==> config.mk <==
export PLATFORM = sky130hd
export DESIGN_NAME = conv3_window_gen
export DESIGN_NICKNAME = d
export VERILOG_FILES = /design/src/rtl/conv3_window_gen.sv
export SDC_FILE = /design/constraint.sdc
export NUM_CORES = 1
export LEC_CHECK = 0
export CAP_MARGIN = 40
export CORE_ASPECT_RATIO = 0.6
export CORE_MARGIN = 2
export CORE_UTILIZATION = 35
export DETAILED_ROUTE_END_ITERATION = 16
export PLACE_DENSITY = 0.51
export SYNTH_ARGS = -nofsm -noshare
export SYNTH_HDL_FRONTEND = slang
export SYNTH_SLANG_ARGS = --single-unit
==> constraint.sdc <==
create_clock -name clk -period 3.2 [get_ports clk]
set_clock_uncertainty 0.2 [all_clocks]
set_input_delay 0.32 -clock clk [delete_from_list [all_inputs] [get_ports clk]]
set_output_delay 0.32 -clock clk [all_outputs]
set_load 0.03 [all_outputs]
==> src/rtl/conv3_window_gen.sv <==
// 3x3 sliding-window generator for the convolution stage.
// Buffers two raster lines and emits one window per interior pixel.
module conv3_window_gen #(
    parameter int IMG_WIDTH  = 8,
    parameter int IMG_HEIGHT = 8,
    parameter int PIX_W      = 8
) (
    input  logic                          clk,
    input  logic                          rst,
    input  logic                          in_valid,
    input  logic [PIX_W-1:0]              in_pixel,
    output logic                          out_valid,
    output logic [9*PIX_W-1:0]            out_window,
    output logic [$clog2(IMG_HEIGHT)-1:0] out_row,
    output logic [$clog2(IMG_WIDTH)-1:0]  out_col,
    output logic                          frame_done
);

    localparam int RW = $clog2(IMG_HEIGHT);
    localparam int CW = $clog2(IMG_WIDTH);

    typedef enum logic {S_FILL, S_RUN} state_t;

    state_t                r_state;
    state_t                w_state_nxt;
    logic [CW-1:0]         r_col;
    logic [RW-1:0]         r_row;
    logic [PIX_W-1:0]      r_line0 [IMG_WIDTH];
    logic [PIX_W-1:0]      r_line1 [IMG_WIDTH];
    logic [8:0][PIX_W-1:0] r_win;
    logic [8:0][PIX_W-1:0] w_win_nxt;
    logic                  w_last_col;
    logic                  w_last_row;
    logic                  w_emit;
    logic                  w_frame_end;

    assign w_last_col = (r_col == CW'(IMG_WIDTH - 1));
    assign w_last_row = (r_row == RW'(IMG_HEIGHT - 1));

    always_comb begin
        w_state_nxt = r_state;
        w_emit      = 1'b0;
        w_frame_end = 1'b0;
        unique case (r_state)
            S_FILL: begin
                if (in_valid && w_last_col && r_row == RW'(1))
                    w_state_nxt = S_RUN;
            end
            S_RUN: begin
                w_emit      = in_valid && (r_col >= CW'(2));
                w_frame_end = in_valid && w_last_col && w_last_row;
                if (w_frame_end)
                    w_state_nxt = S_FILL;
            end
        endcase
    end

    // Shift left one column; the new right column comes from both lines plus the input.
    always_comb begin
        w_win_nxt = r_win;
        for (int r = 0; r < 3; r++) begin
            w_win_nxt[r*3]   = r_win[r*3+1];
            w_win_nxt[r*3+1] = r_win[r*3+2];
        end
        w_win_nxt[2] = r_line0[r_col];
        w_win_nxt[5] = r_line1[r_col];
        w_win_nxt[8] = in_pixel;
    end

    always_ff @(posedge clk) begin
        if (!rst)
            r_state <= S_FILL;
        else
            r_state <= w_state_nxt;
    end

    // Storage contents need no reset: output is gated until two fresh lines exist.
    always_ff @(posedge clk) begin
        if (in_valid) begin
            r_line0[r_col] <= r_line1[r_col];
            r_line1[r_col] <= in_pixel;
            r_win          <= w_win_nxt;
        end
    end

    always_ff @(posedge clk) begin
        if (!rst) begin
            r_col      <= '0;
            r_row      <= '0;
            out_valid  <= 1'b0;
            frame_done <= 1'b0;
            out_window <= '0;
            out_row    <= '0;
            out_col    <= '0;
        end else begin
            out_valid  <= w_emit;
            frame_done <= w_frame_end;
            if (w_emit) begin
                out_window <= w_win_nxt;
                out_row    <= r_row;
                out_col    <= r_col;
            end
            if (in_valid) begin
                if (w_last_col) begin
                    r_col <= '0;
                    r_row <= w_last_row ? '0 : r_row + 1'b1;
                end else begin
                    r_col <= r_col + 1'b1;
                end
            end
        end
    end

endmodule

* Word-level counts from Yosys, hierarchy flattened *
Memory sizes are Yosys's and may differ from the RTL's. A register that Yosys moved wholly into a read port is not among the register bits.
Cells that the tools add are included.

operators by class
  $add $sub $neg = 2
  $mul = 0
  div/mod/pow operators = 0
  order comparisons = 1
  eq/ne operators = 3
  shift operators = 0
  muxes and demuxes = 12
  bitwise gates (word level) = 1
  reduce and logical (&&, ||, !) cells = 6

operators by type and width
  cell                                                                                 count
  3-bit two-way mux                                                                    6
  3-bit by 1-bit adder with 3-bit output, second input constant                        2
  3-bit equality test, second input constant                                           2
  1-bit two-way mux                                                                    5
  1-bit logical AND                                                                    4
  2-bit AND reduction                                                                  2
  3-bit by 1-bit equality test with 1-bit output, second input constant                1
  3-bit by 2-bit greater-or-equal comparator with 1-bit output, second input constant  1
  1-bit one-hot mux with 2 select lines                                                1
  1-bit NOT                                                                            1

storage, ports and cells
  flip-flop bits (word level) = 135
  bits in latches = 0
  bits in writable memories = 128
  ROM bits = 0
  input bits = 11
  output and inout bits = 80
  memories kept = 2

memories
  name     words  width  read ports  clocked after Yosys merged registers in  write ports  line  source
  r_line0  8      8      1           1                                        1            28    logic [PIX_W-1:0] r_line0 [IMG_WIDTH];
  r_line1  8      8      1           1                                        1            29    logic [PIX_W-1:0] r_line1 [IMG_WIDTH];

* Depth between registers and ports, before layout *
  word-level depth = 5
  mapped depth = 8
  gate-level depth less buffers = 5

* Worst setup path before layout *
OpenSTA, ideal clock, no wires.

  path type = input to register
  start point = in in_valid
  end point = mem r_line0[4][0], enable pin
  setup time = 0.409 ns
  arrival = 1.788 ns
  slack = 0.803 ns
  stages = 3
  cells stage by stage = buf_2 nand2_1 nor3_1

on the way
  longest elaborated chain between the ends = 2

ends and longest elaborated chain
  item                                     line  source
  from (decl)                              10    input logic in_valid,
  1-bit two-way mux                        79    if (in_valid) begin
  1-bit two-way mux (not written as such)  80    r_line0[r_col] <= r_line1[r_col];
  to (decl)                                28

No other way between the ends.

* Worst setup path after layout *
  start point = reg r_col[0]
  end point = reg out_window[53]

on the way
  longest elaborated chain between the ends = 3

ends and longest elaborated chain
  item                                                          line  source
  from (decl)                                                   26    logic [CW-1:0] r_col;
  from (signal assigned)                                        108   r_col <= r_col + 1'b1;
  3-bit by 2-bit greater-or-equal comparator with 1-bit output  50    w_emit = in_valid && (r_col >= CW'(2));
  1-bit logical AND                                             50
  1-bit two-way mux                                             44    unique case (r_state)
  to (signal assigned)                                          99    out_window <= w_win_nxt;
  to (decl)                                                     13    output logic [9*PIX_W-1:0] out_window,

No other way between the ends.
A chain may end at the register's enable or synchronous reset.

==> results.ini <==
[hold_path]
holdCritPathClass = primary input to flop
holdPathStages = 3

[sta]
fin_setup_tns_ns = 0
slew_headroom = 0.445
timing.hold.ws_ns = 0.0488
fin_crit_sh = 0.727
rsz0062_at_grt = false
setup_violations = 0
drv_slew = 0
min_period_ns = 2.33
clock.fmax_ghz = 0.430
finalHoldViolations = 0
fin_ws_ns = 0.873
worst_slew_pin_slew_ns = 0.833

[synth]
syn-cell-area_um2 = 9890
avgSynthCellArea_um2 = 14.9
yosysUniqueCellTypes = 27
yosysTopAreaCell = edfxtp_1
synth_seq_cells = 266
synth_area_leaders = edfxtp_1 (53%), dfxtp_1 (18%), mux2i_1 (6.9%), nand2_1 (5.0%), a21boi_1 (4.9%)
yosysWarningCount = 0
syn_nets = 683
syn_inst = 666
yosysSeqAreaShare = 0.716
synth_top_area_share = 0.534

[setup_path]
setup.worst_path.class = flop to flop
worstPathArrival_ns = 2.57
crit_required_ns = 3.44
cp_max_fo = 51
r2r_cells = 6
endpoint_kind = flop
startpoint_type = flop

[flow_run]
cap_violations = 0

[cts]
holdBufCountCts = 0
clock_sinks = 266
clk_pin_slew_ns = 0.07
htree_num_levels = 1
clock_latency_ns = 0.52
cts_buffer_depth = 3
ctsRootBufferMaster = clkbuf_16
postCtsResizedCells = 0
numCtsBuffers = 25
cts_tree = yes
cts_setup_buffers = 0

[layout]
post-route-util = 0.431
final_common_cell = edfxtp_1
multi_input_area_um2 = 2490
num-nets-final = 778
n_antenna_cell = 0
drive_above_1_share = 0.120
n_fill_cell = 2491
syn2layout_area_growth_pct = 20.7
seqCellArea_um2 = 7090
mostFrequentLayoutCells = edfxtp_1 (176), nand2_1 (132), dfxtp_1 (89), clkdlybuf4s50_1 (88), mux2i_1 (68)

[floorplanning]
fp.dieH_um = 134
dieArea_um2 = 29700
core_um2 = 27700
start_util = 0.357
design.portCount = 91
fp-row-count = 47
die_w_um = 221

[power]
p_leak_nw = 3.96
ir_worst_vdd_mv = 0.349
pwr-share-comb = 0.048
cellInternalPower_mw = 5.56
power_frac_seq = 0.548
power_density_nw_per_um2 = 591
pwr-share-clk = 0.404
switching_power_mw = 1.50
p_sw_frac = 0.213

[route]
drc = 0
num_vias = 5423
postRouteWirelength_mm = 20.5
drtIter0Drc = 404
ant_nets = 0
drt-wirelength-per-cell_um = 17.9
vias_per_cell = 4.74
drtPass1Iterations = 5

[global_route]
grt_pass1_vias = 5409
grt_max_degree = 56
grt_pass1_wl_mm = 31.4
grtUsageTotal = 0.136
antenna_found_initial = 0
grt_overflow = 0

[placed_design]
pre_cts_ws_ns = 0.885
place_hpwl_mm = 13.2
portBuffers = 90
place_congestion = 0.721

[outcome]
status = complete, no violations

==> cell type report <==
type / instances / area share
sequential: 266 / 0.594
multi-input combinational: 343 / 0.209
timing repair buffer: 107 / 0.0884
clock buffer: 30 / 0.0548
tap: 367 / 0.0385
clock inverter: 14 / 0.0103
inverter: 18 / 0.00566
==> cell families (layout without fill, tap and decap cells) <==
family	count (synthesis)	count (layout)	share of synthesized area
AND/OR/NAND/NOR	154	154	0.0613
multiplexers	84	84	0.105
buffers and inverters	57	169	0.0339
adder cells (fa/ha/maj)	6	6	0.00759
AO/OA/AOI/OAI	99	99	0.0755
flip-flops	266	266	0.716
==> critical path, stage by stage, from the launching register on <==
cell	delay [ns]
dfxtp_1	0.53
inv_2	0.07
ha_1	0.26
o311ai_4	0.59
buf_12	0.31
nand2_1	0.09
a21boi_1	0.17
==> layer usage <==
metal  vias up  routed length [um]  track usage
li1       2580                   -            -
met1      2685                9650        0.187
met5         -                   0            0
met4         0                 314       0.0298
met3        27                1110       0.0335
met2       131                9410        0.219
==> through the flow <==
| step | std cells | power, mW | area (um2) |
|---|---|---|---|
| final | 1145 | 7.06 | 11900 |
| after global routing | 1145 | 7.34 | 11900 |
| after CTS | 1145 | 7.16 | 11900 |
| after detailed placement | 1101 | 4.29 | 11200 |
| after global placement | 1101 | 4.28 | 11200 |
| after floorplan | 666 | 4.16 | 9890 |
==> state kept, by name, indices dropped and copies added (netlist names), named ones only <==
| register | cells |
|---|---|
| frame_done | 1 |
| out_col | 3 |
| out_row | 3 |
| out_valid | 1 |
| out_window | 72 |
| r_col | 3 |
| r_line0 | 64 |
| r_line1 | 64 |
| r_row | 3 |
| r_state | 1 |
| r_win | 48 |
==> worst paths after layout <==
path	start	slack, ns	to
min	in_valid	0.05	r_row[2]
max	r_col[0]	0.87	out_window[53]
max reg2reg	r_col[0]	0.87	out_window[53]
min reg2reg	r_win[21]	0.25	r_win[13]
==> synth_stat cells <==
library cell,n
ha_1,6
buf_6,1
inv_2,1
nor2_1,10
nor2b_1,4
inv_1,17
buf_12,5
clkbuf_1,17
edfxtp_1,176
nor3_1,2
a21boi_1,64
mux4_2,16
o21ai_1,16
nand2b_1,2
buf_4,1
mux2i_1,68
o311ai_4,1
a21oi_2,16
o211a_1,1
nand2_1,132
or4b_1,1
dfxtp_1,90
buf_2,14
nand3_1,2
buf_8,1
and2_1,1
o311a_1,1
==> power by group through the flow <==
stage               logic, mW  clock network [mW]  registers (mW)
finish                  0.342                2.85            3.87
global route            0.374                3.09            3.88
CTS                     0.350                2.94            3.87
detailed placement      0.349                   0            3.94
global placement        0.340                   0            3.94
floorplan               0.260                   0            3.90
Note: power is estimated with default switching activity, not from simulation.
